## src/rtl/gray_count_decoder.sv

```systemverilog
// gray_count_decoder
//   Consumer of an upstream gray-coded counter. The gray bus is resynchronised
//   through a plain flop chain. Every change of the synced sample is checked
//   for a legal +1 gray step. The sample is converted to binary and extended
//   into a wider count. Illegal transitions are reported and counted.
//
// Parameters
//   WIDTH        width of gray_in / bin_out
//   EXT_WIDTH    width of ext_count (must exceed WIDTH)
//   SYNC_STAGES  synchroniser depth on gray_in (>= 2)
//
// Ports
//   clk        clock
//   rst        synchronous, active-high reset
//   gray_in    gray-coded count from upstream (may be asynchronous)
//   clr        synchronous clear of ext_count and err_count
//   ready      high once the first reference sample has been captured
//   bin_out    binary value of the last accepted gray sample
//   ext_count  legal +1 steps since reset/clr, modulo 2^EXT_WIDTH
//   step       1-cycle pulse: legal +1 step accepted
//   wrap       1-cycle pulse: accepted step took bin_out from all-ones to 0
//   err        1-cycle pulse: illegal transition detected
//   err_count  illegal transitions since reset/clr, saturating at 255
//
// All outputs are registered; gray_in and clr reach them only through flops.

module gray_count_decoder #(
  parameter int unsigned WIDTH       = 8,
  parameter int unsigned EXT_WIDTH   = 16,
  parameter int unsigned SYNC_STAGES = 2
) (
  input  logic                 clk,
  input  logic                 rst,
  input  logic [WIDTH-1:0]     gray_in,
  input  logic                 clr,
  output logic                 ready,
  output logic [WIDTH-1:0]     bin_out,
  output logic [EXT_WIDTH-1:0] ext_count,
  output logic                 step,
  output logic                 wrap,
  output logic                 err,
  output logic [7:0]           err_count
);

  localparam int unsigned FW = $clog2(SYNC_STAGES) + 1;
  localparam logic [FW-1:0] FILL_LAST = FW'(SYNC_STAGES - 1);

  typedef enum logic [1:0] {
    FILL,
    PRIME,
    RUN,
    RESYNC
  } state_t;

  state_t               state_q, state_n;
  logic [FW-1:0]        fill_q, fill_n;
  logic [WIDTH-1:0]     sync_q [SYNC_STAGES];
  logic [WIDTH-1:0]     gs;
  logic [WIDTH-1:0]     ref_q, ref_n;
  logic [WIDTH-1:0]     bin_q, bin_n;
  logic [EXT_WIDTH-1:0] ext_q, ext_n;
  logic [7:0]           errc_q, errc_n;
  logic                 ready_q, ready_n;
  logic                 step_q, step_n;
  logic                 wrap_q, wrap_n;
  logic                 err_q, err_n;

  logic [WIDTH-1:0]     diff;
  logic                 one_bit;
  logic [WIDTH-1:0]     gs_bin;

  function automatic logic [WIDTH-1:0] g2b(input logic [WIDTH-1:0] g);
    logic [WIDTH-1:0] b;
    b[WIDTH-1] = g[WIDTH-1];
    for (int unsigned i = 1; i < WIDTH; i++) begin
      b[WIDTH-1-i] = b[WIDTH-i] ^ g[WIDTH-1-i];
    end
    return b;
  endfunction

  assign gs = sync_q[SYNC_STAGES-1];

  // Exactly one bit set: non-zero and clearing the lowest set bit leaves zero.
  assign diff    = gs ^ ref_q;
  assign one_bit = (diff != '0) && ((diff & (diff - WIDTH'(1))) == '0);
  assign gs_bin  = g2b(gs);

  always_comb begin
    state_n = state_q;
    fill_n  = fill_q;
    ref_n   = ref_q;
    bin_n   = bin_q;
    ext_n   = ext_q;
    errc_n  = errc_q;
    ready_n = ready_q;
    step_n  = 1'b0;
    wrap_n  = 1'b0;
    err_n   = 1'b0;

    case (state_q)
      FILL: begin
        // Let the synchroniser fill with real samples before trusting gs.
        if (fill_q == FILL_LAST) begin
          state_n = PRIME;
        end else begin
          fill_n = fill_q + FW'(1);
        end
      end

      PRIME: begin
        ref_n   = gs;
        bin_n   = gs_bin;
        ready_n = 1'b1;
        state_n = RUN;
      end

      RUN: begin
        if (diff != '0) begin
          if (one_bit && (gs_bin == bin_q + WIDTH'(1))) begin
            ref_n  = gs;
            bin_n  = gs_bin;
            step_n = 1'b1;
            wrap_n = (gs_bin == '0);
            ext_n  = ext_q + EXT_WIDTH'(1);
          end else begin
            err_n   = 1'b1;
            if (errc_q != '1) begin
              errc_n = errc_q + 8'd1;
            end
            state_n = RESYNC;
          end
        end
      end

      RESYNC: begin
        ref_n   = gs;
        bin_n   = gs_bin;
        state_n = RUN;
      end

      default: begin
        state_n = FILL;
      end
    endcase

    // Clear takes priority over the increments above; pulses are untouched.
    if (clr) begin
      ext_n  = '0;
      errc_n = '0;
    end
  end

  always_ff @(posedge clk) begin
    if (rst) begin
      for (int unsigned i = 0; i < SYNC_STAGES; i++) begin
        sync_q[i] <= '0;
      end
      state_q <= FILL;
      fill_q  <= '0;
      ref_q   <= '0;
      bin_q   <= '0;
      ext_q   <= '0;
      errc_q  <= '0;
      ready_q <= 1'b0;
      step_q  <= 1'b0;
      wrap_q  <= 1'b0;
      err_q   <= 1'b0;
    end else begin
      sync_q[0] <= gray_in;
      for (int unsigned i = 1; i < SYNC_STAGES; i++) begin
        sync_q[i] <= sync_q[i-1];
      end
      state_q <= state_n;
      fill_q  <= fill_n;
      ref_q   <= ref_n;
      bin_q   <= bin_n;
      ext_q   <= ext_n;
      errc_q  <= errc_n;
      ready_q <= ready_n;
      step_q  <= step_n;
      wrap_q  <= wrap_n;
      err_q   <= err_n;
    end
  end

  assign ready     = ready_q;
  assign bin_out   = bin_q;
  assign ext_count = ext_q;
  assign step      = step_q;
  assign wrap      = wrap_q;
  assign err       = err_q;
  assign err_count = errc_q;

endmodule

```

## config.mk

```make
export PLATFORM = sky130hd
export DESIGN_NAME = gray_count_decoder
export DESIGN_NICKNAME = d
export VERILOG_FILES = /design/src/rtl/gray_count_decoder.sv
export SDC_FILE = /design/constraint.sdc
export NUM_CORES = 1
export LEC_CHECK = 0
export CAP_MARGIN = 0
export CORE_MARGIN = 2
export CORE_UTILIZATION = 53
export DETAILED_ROUTE_END_ITERATION = 8
export PLACE_DENSITY_LB_ADDON = 0.08
export SLEW_MARGIN = 20
export SYNTH_ARGS = -nofsm -noshare
export SYNTH_HDL_FRONTEND = slang
export SYNTH_SLANG_ARGS = --single-unit
```

## constraint.sdc

```tcl
create_clock -name clk -period 4.8 [get_ports clk]
set_clock_uncertainty 0.2 [all_clocks]
set_input_delay 0.96 -clock clk [delete_from_list [all_inputs] [get_ports clk]]
set_output_delay 0.96 -clock clk [all_outputs]
set_load 0.005 [all_outputs]
```

# Word-level counts from Yosys, hierarchy flattened
# Memories as Yosys holds them, arrays and structs flattened.
# Cells that the tools add are included.
totals:
  reg_bits: 48
  ram_bits: 16
  in_bits: 11
  out_inout_bits: 36
  word_cells: 74
  memories: 1
op_classes:
  addsub: 5
  n_eq_ne: 10
  muxes: 17
  n_bitwise: 15
  reduce_logical: 16
memory_table:
  columns: ["name", "words", "word_bits", "read_ports", "rd_clocked_by_memory_dff", "wr", "line", "text"]
  rows:
  - ["sync_q", 2, 8, 2, 0, 2, "57", "logic [WIDTH-1:0] sync_q [SYNC_STAGES];"]
ops:
  columns: ["op", "count"]
  rows:
  - ["2-to-1 mux 8 bit", 6]
  - ["case mux 8 bit (2 select lines)", 2]
  - ["adder 16 x 1 -> 16 bit, second input constant", 1]
  - ["adder 8 x 1 -> 8 bit, second input constant", 2]
  - ["zero test 8 bit", 2]
  - ["AND reduction 3 bit", 3]
  - ["bitwise AND 8 bit", 1]
  - ["equality test 8 bit", 1]
  - ["inequality test 2 bit, second input constant", 4]
  - ["inequality test 8 bit, second input constant", 1]
  - ["nonzero test 8 bit", 1]
  - ["subtractor 8 x 1 -> 8 bit, second input constant", 1]
  - ["XOR 8 bit", 1]
  - ["XOR 1 bit", 7]
  - ["2-to-1 mux 2 bit", 3]
  - ["case mux 2 bit (3 select lines)", 1]
  - ["2-to-1 mux 1 bit", 5]
  - ["equality test 2 x 1 -> 1 bit, second input constant", 2]
  - ["equality test 2 bit, second input constant", 2]
  - ["inverter 1 bit", 4]
  - ["AND reduction 4 bit", 1]
  - ["OR reduction 2 bit", 2]
  - ["OR reduction 4 bit", 1]
  - ["OR reduction 3 bit", 1]
  - ["other kinds (6)", 8]

# Logic depth before layout (Yosys ltp)
# Gate-level depths: netlist of the first run.
depth:
  ltp_word: 12
  mapped_depth: 17
  ltp_nobuf: 16

# Worst setup path after synthesis of the first run
# OpenSTA, ideal clock, no wires.
synth_timing:
  path_kind: "flip-flop to flip-flop"
  from: "memory sync_q[1][6], in the netlist sync_q[0][14]"
  to: "register ext_q[0], in the netlist ext_count[0]"
  setup_time_ps: 74
  arrival_ps: 4156
  required_time_ps: 4526
  path_slack_ps: 370
  path_stages_with_launch: 18
  n_path_buf: 1
  period_less_slack_ps: 4430
  cell_sequence: "dfxtp_1 -> inv_1 -> ha_1 -> xor2_1 -> inv_1 -> ha_1 -> xnor2_1 -> ha_1 -> xnor2_1 -> ha_1 -> xnor2_1 -> a21oi_1 -> nand4_1 -> or4_4 -> or3_1 -> clkbuf_1 -> or4_1 -> o21ai_0"
synth_lines:
  columns: ["item", "line", "text"]
  rows:
  - ["start: declaration", "57", null]
  - ["end signal: assignment", "177", "ext_q <= ext_n;"]
  - ["end: declaration", "61", "logic [EXT_WIDTH-1:0] ext_q, ext_n;"]

==> metrics.md, run 1 <==
| Metric | Value |
|---|---|
| Asr flop ratio synth | 0% |
| Wire per inst | 13.8 microns |
| Final Hold Viols | 0 |
| Fmax | 216 MHz |
| Pre-antenna DRT Iters | 4 |
| Gr ovfl total | 0 |
| Yosys top cell area share | 42.8% |
| Number of H-tree levels | 3 |
| Seq/Total Area, Yosys | 42.8% |
| Number of synthesized flops with an enable pin | 0 |
| Clock Latency Late Sink | 0.35 ns |
| Area Overhead vs Synth | 28.7% |
| Pleak | 1.44 nW |
| DR vias | 2535 |
| Pins Over Slew Limit | 0 |
| Number of fill cells in the layout | 451 |
| Synth area leader | dfxtp_1 |
| Die area | 0.00617 sq mm |
| Die Width | 78.6 microns |
| RD Place Congestion | 0.840 |
| Xor and xnor area share after synthesis | 6.24% |
| CP startpoint kind | register |
| Clock transition at path regs | 0.07 ns |
| Post-DRT Antenna Nets | 0 |
| Syn avg cell area | 8.96 sq um |
| Clock Root Buffer | clkbuf_8 |
| Mux cell area share after synthesis | 5.81% |
| Share of cells above drive strength 1 | 9.64% |
| Actual slew at the worst max-slew pin | 0.598 ns |
| DR vias/cell | 5.56 |
| Cells after synthesis | 329 |
| First-pass GRT wire length | 10700 microns |
| Total wire length | 6280 microns |
| Clk buf depth | 2 |
| Number of inserted diodes | 0 |
| Max_slew headroom | 59.8% |
| GR Util All Layers | 21.9% |
| Crit path max fanout | 6 |
| Rows | 27 |
| Yosys reg bits | 63 |
| Synth Area in Simple Gates | 25.3% |
| Maximum vdd drop | 0.236 mV |
| Syn Nets | 348 |
| Status | finished, final reports clean |
| Placeable Area | 0.00544 sq mm |
| Top FF cell, synth | dfxtp_1 |
| Setup WS pre-CTS | 0.0366 ns |
| Total power | 1.46 mW |
| DP HPWL | 4370 microns |
| Vias in the first global route | 2388 |
| Final worst path period share | 96.5% |
| Crit path time final | 4.63 ns |
| Synth top area cells | dfxtp_1 (43%), mux2i_1 (5.4%), a21oi_1 (3.9%) |
| Pwr per Cell Area | 386 mW/mm^2 |
| CP Data Required Time | 4.88 ns |
| Largest net degree at the start of global routing | 41 |
| Setup violators final | 0 |
| CTS Buf Count | 9 |
| WP data arrival | 4.71 ns |
| CTS sink cnt | 63 |
| Kind of critical path | reg2reg |
| Top-count cell post-synth | dfxtp_1 |
| Post-synth top cells | dfxtp_1 (63), nor2_1 (29), a21oi_1 (23) |
| Number of synthesis warnings | 0 |
| Worst min-delay path class | reg2reg |
| CTS tree | done |
| Synth Area in Adders | 3.40% |
| Num ports | 47 |
| Nets@finish | 398 |
| Post-synthesis compound-gate area fraction | 12.8% |
| Post-synthesis cell type count | 45 |
| # port buffers | 46 |
| Max-Cap Viols | 0 |
| Initial Util | 54.2% |
| Starting DRT DRC Count | 121 |
| Initial antenna violation count | 0 |
| Worst setup EP type | register |
| Combinational family with the most area after synthesis | simple AND/OR/NAND/NOR gates |
| Post-route DRC | 0 |
| Mapped cell area | 0.00295 sq mm |
| Final WS setup | 0.169 ns |
| Fin util | 69.7% |
| Die H | 78.6 microns |
==> flip-flops by register name, indices dropped and copies added, names as in the netlist <==
signal     cells
bin_out        7
err            1
err_count      8
ext_count     16
fill_q         2
ready          1
ref_q          8
state_q        2
step           1
sync_q        16
wrap           1
==> logic make-up after synthesis <==
logic type,after synthesis
adders and majority gates,8
AOI/OAI and AO/OA,59
buffers and inverters,27
and+or+nand+nor,134
muxes,17
DFF,63
xor gates and xnor gates,21
==> worst max-delay path, stage by stage (launching register included) <==
cell and delay [ns]:
dfxtp_1 0.37, inv_1 0.06, ha_2 0.38, xor2_2 0.17, inv_1 0.11, ha_1 0.36
xnor2_2 0.22, ha_1 0.31, xnor2_1 0.22, ha_1 0.29, xnor2_1 0.13, a21oi_1 0.13
nand4_1 0.20, or4_4 0.54, or3_4 0.38, or4_1 0.41, o21ai_0 0.08
==> timing repair <==
action                                  in CTS  in global routing
pin swaps                                    0                  2
hold buffers                                 0                  0
endpoints found under the setup margin       3                 34
resized for setup                            1                  5
buffers inserted                             0                  3
==> metal layers <==
layer  up-vias  global-route usage [%]  routed length, microns
met2        50                    36.0                    3070
met4         0                    10.5                      83
met3         8                    5.06                     278
li1       1279                       -                       -
met1      1198                    26.9                    2850
met5         -                       0                       0
==> path summary, 6_finish.rpt <==
kind / start / to / cells past startpoint / slack, ns
worst min register to register: sync_q[0][0] / sync_q[0][8] / 1 / 0.24
worst max register to register: sync_q[0][15] / ext_count[0] / 16 / 0.17
worst min-delay path: sync_q[0][0] / sync_q[0][8] / 1 / 0.24
worst max-delay path: sync_q[0][15] / ext_count[0] / 16 / 0.17
==> placed cells by master (no fill, tap or decap), types with 11 or more instances in the layout <==
cell type and count:
mux2i_1 16, xnor2_1 12, clkdlybuf4s50_1 46, nand3_1 12, nor2_1 29, dfxtp_1 63
nor2b_1 17, a21oi_1 23, nand2_1 16, or3_1 11, inv_1 12
==> metrics by stage <==
step            TNS (ns)  cell area [sq um]  hold slack, ns  instances
3_5_place_dp           0               3470           0.225        437
3_3_place_gp           0               3470           0.225        437
5_1_grt        -0.000362               3790           0.265        456
4_1_cts                0               3730           0.246        453
6_report               0               3790           0.237        456
2_1_floorplan          0               2950           0.214        329
==> report_power, final <==
group          switching, mW  internal [mW]
Sequential            0.0350          0.555
Clock                  0.213          0.362
Combinational          0.157          0.141
==> final cells by class <==
class / count / area (sq um) / share of cell area (%)
Multi-Input combinational cell: 239 / 1620 / 42.8
Sequential cell: 63 / 1260 / 33.3
Timing Repair Buffer: 54 / 520 / 13.7
Clock buffer: 10 / 138 / 3.63
Clock inverter: 6 / 116 / 3.07
Tap cell: 72 / 90.1 / 2.38
Inverter: 12 / 45.0 / 1.19
(Power assumes the default switching activity.)
==> inputs of run 2 (changes only) <==
--- a/config.mk
+++ b/config.mk
@@ -7,10 +7,10 @@
 export LEC_CHECK = 0
 export CAP_MARGIN = 0
 export CORE_MARGIN = 2
-export CORE_UTILIZATION = 53
+export CORE_UTILIZATION = 35
+export CTS_CLUSTER_DIAMETER = 50
 export DETAILED_ROUTE_END_ITERATION = 8
 export PLACE_DENSITY_LB_ADDON = 0.08
-export SLEW_MARGIN = 20
 export SYNTH_ARGS = -nofsm -noshare
 export SYNTH_HDL_FRONTEND = slang
 export SYNTH_SLANG_ARGS = --single-unit
==> metrics.md, run 2 (same netlist as run 1, synthesis figures left out) <==
| Metric | Value |
|---|---|
| Status | finished, final reports clean (unchanged) |
| Gr ovfl total | 0 (unchanged) |
| Final Hold Viols | 0 (unchanged) |
| Die Width | 95.8 microns (was 78.6 microns) |
| Worst setup EP type | register (unchanged) |
| Clock Latency Late Sink | 0.34 ns (was 0.35 ns) |
| Pins Over Slew Limit | 0 (unchanged) |
| Num ports | 47 (unchanged) |
| Clk buf depth | 2 (unchanged) |
| Max_slew headroom | 59.5% (was 59.8%) |
| Die H | 95.8 microns (was 78.6 microns) |
| Worst Reg-to-Reg Cells | 16 (unchanged) |
| Pwr per Cell Area | 357 mW/mm^2 (was 386 mW/mm^2) |
| Crit path max fanout | 6 (unchanged) |
| Crit path time final | 4.49 ns (was 4.63 ns) |
| Clock Root Buffer | clkbuf_8 (unchanged) |
| Total wire length | 6410 microns (was 6280 microns) |
| DP HPWL | 4600 microns (was 4370 microns) |
| Actual slew at the worst max-slew pin | 0.606 ns (was 0.598 ns) |
| Pre-antenna DRT Iters | 4 (unchanged) |
| CP Data Required Time | 4.86 ns (was 4.88 ns) |
| Worst hold path depth | 1 (unchanged) |
| Largest net degree at the start of global routing | 41 (unchanged) |
| CTS Buf Count | 9 (unchanged) |
| R2R Path End | ext_count[0] (unchanged) |
| Post-route DRC | 0 (unchanged) |
| # port buffers | 46 (unchanged) |
| First-pass GRT wire length | 10700 microns (about the same) |
| Hold Path Sink | sync_q[0][12] (was sync_q[0][8]) |
| Placeable Area | 0.00818 sq mm (was 0.00544 sq mm) |
| Worst min-delay path class | reg2reg (unchanged) |
| Pleak | 1.42 nW (was 1.44 nW) |
| Number of inserted diodes | 0 (unchanged) |
| RSZ-0062 raised after global routing | false |
| Crit path max-delay family | simple AND/OR/NAND/NOR gates (unchanged) |
| RD Place Congestion | 0.786 (was 0.840) |
| Worst R2R Setup Slack | 0.31 ns (was 0.17 ns) |
| Rows | 33 (was 27) |
| Max-Cap Viols | 0 (unchanged) |
| Crit Reg-Reg Startpoint | sync_q[0][14] (was sync_q[0][15]) |
| Wire per inst | 13.1 microns (was 13.8 microns) |
| WP data arrival | 4.56 ns (was 4.71 ns) |
| DR vias | 2476 (was 2535) |
| Kind of critical path | reg2reg (unchanged) |
| Maximum vdd drop | 0.185 mV (was 0.236 mV) |
| CTS sink cnt | 63 (unchanged) |
| Crit. Startpoint | sync_q[0][14] (was sync_q[0][15]) |
| Area Overhead vs Synth | 28.4% (was 28.7%) |
| Commonest cells after routing, fill and taps aside | dfxtp_1 (63), clkdlybuf4s50_1 (46), nor2_1 (29) (unchanged) |
| Final worst path period share | 93.6% (was 96.5%) |
| CP max-delay cell | or4_4 (unchanged) |
| Worst path max stage delay | 0.54 ns (about the same) |
| Initial antenna violation count | 0 (unchanged) |
| Post-CTS Hold Fix Bufs | 0 (unchanged) |
| Setup violators final | 0 (unchanged) |
| Die area | 0.00917 sq mm (was 0.00617 sq mm) |
| CP startpoint kind | register (unchanged) |
| Crit-path cells | inv_1 -> ha_2 -> xor2_2 -> inv_1 -> ha_1 -> xnor2_2 -> ha_4 -> xnor2_2 -> ha_1 -> xnor2_1 -> a21oi_1 -> nand4_1 -> or4_4 -> or3_4 -> or4_1 -> o21ai_0 (was inv_1 -> ha_2 -> xor2_2 -> inv_1 -> ha_1 -> xnor2_2 -> ha_1 -> xnor2_1 -> ha_1 -> xnor2_1 -> a21oi_1 -> nand4_1 -> or4_4 -> or3_4 -> or4_1 -> o21ai_0) |
| DR vias/cell | 5.06 (was 5.56) |
| Worst Min Path Start | sync_q[0][4] (was sync_q[0][0]) |
| Nets@finish | 398 (unchanged) |
| GR Util All Layers | 15.1% (was 21.9%) |
| Clock transition at path regs | 0.07 ns (about the same) |
| Post-DRT Antenna Nets | 0 (unchanged) |
| Fin util | 46.3% (was 69.7%) |
| Setup_tns | 0 ns (unchanged) |
| Share of cells above drive strength 1 | 9.90% (was 9.64%) |
| Vias in the first global route | 2280 (was 2388) |
| Fmax | 223 MHz (was 216 MHz) |
| Number of H-tree levels | 3 (unchanged) |
| CP bufs+invs | 2 (unchanged) |
| Commonest non-fill, non-tap cell in the layout | dfxtp_1 (unchanged) |
| Initial Util | 36.1% (was 54.2%) |
| CTS tree | done (unchanged) |
| Starting DRT DRC Count | 70 (was 121) |
run 2: cell count changes in the layout (fill, tap and decap cells not counted):
cell	delta
a41oi_2	+1
a41oi_4	-1
bufinv_16	-2
clkbuf_1	+1
clkbuf_8	-1
clkinv_2	+1
clkinv_4	+1
ha_1	-1
ha_4	+1
xnor2_1	-1
xnor2_2	+1
run 2: metal layers:
metal | wire length, microns | track usage (%) | part of all wire, % | vias to the layer above
met3 | 256 | 5.40 | 4.0 | 6
met4 | 79 | 4.29 | 1.2 | 0
met5 | 0 | 0 | 0 | -
met1 | 3160 | 18.9 | 49 | 1138
met2 | 2920 | 24.5 | 46 | 42
li1 | - | - | - | 1290
run 2: report_power, final:
group / total (mW) / leakage (nW) / switching, mW / internal, mW
logic: 0.303 / 0.804 / 0.157 / 0.146
registers: 0.588 / 0.512 / 0.0333 / 0.555
clock network: 0.461 / 0.101 / 0.217 / 0.243
run 2: area by class of cell:
type / count / area (sq um)
clock buffers: 10 / 128
clock inverters: 6 / 70.1
fillers: 810 / 4390
inverters: 12 / 45.0
multi-input cells: 239 / 1630
flip-flops and latches: 63 / 1260
well taps: 105 / 131
repair buffers: 54 / 520
run 2: worst max path at each step:
stage,endpoint,cells after the start
detailed placement,ext_count[0],16
floorplan,ext_count[0],17
CTS,ext_count[0],16
global route,ext_count[0],16
global placement,ext_count[0],16
finish,ext_count[0],16
run 2: stage by stage:
step                      instance area [sq um]  hold WS, ns  worst slack [ns]  power, mW  cells
after floorplan                            2950        0.214             0.370      0.802    329
after global placement                     3520        0.227             0.183      0.890    471
after detailed placement                   3520        0.229            0.0420      0.888    471
after CTS                                  3730        0.247            0.0537       1.36    487
after global routing                       3790        0.260            0.0446       1.44    489
final                                      3790        0.239             0.308       1.35    489
run 2: worst register-to-register path, delay by kind of cell (launching register included):
| kind | cells | cell delay, ns |
|---|---|---|
| adders and majority gates | 4 | 1.27 |
| xor gates and xnor gates | 4 | 0.69 |
| AOI/OAI and AO/OA | 2 | 0.20 |
| buffers and inverters | 2 | 0.16 |
| and+or+nand+nor | 4 | 1.53 |
| DFF | 1 | 0.36 |
run 2: repair_timing:
action | in CTS | in global routing
setup endpoints to repair | 1 | 34
pin swaps | 0 | 3
gates resized for setup | 1 | 7
hold endpoints to repair | 0 | 0
gates cloned | 0 | 0
setup buffers | 0 | 2
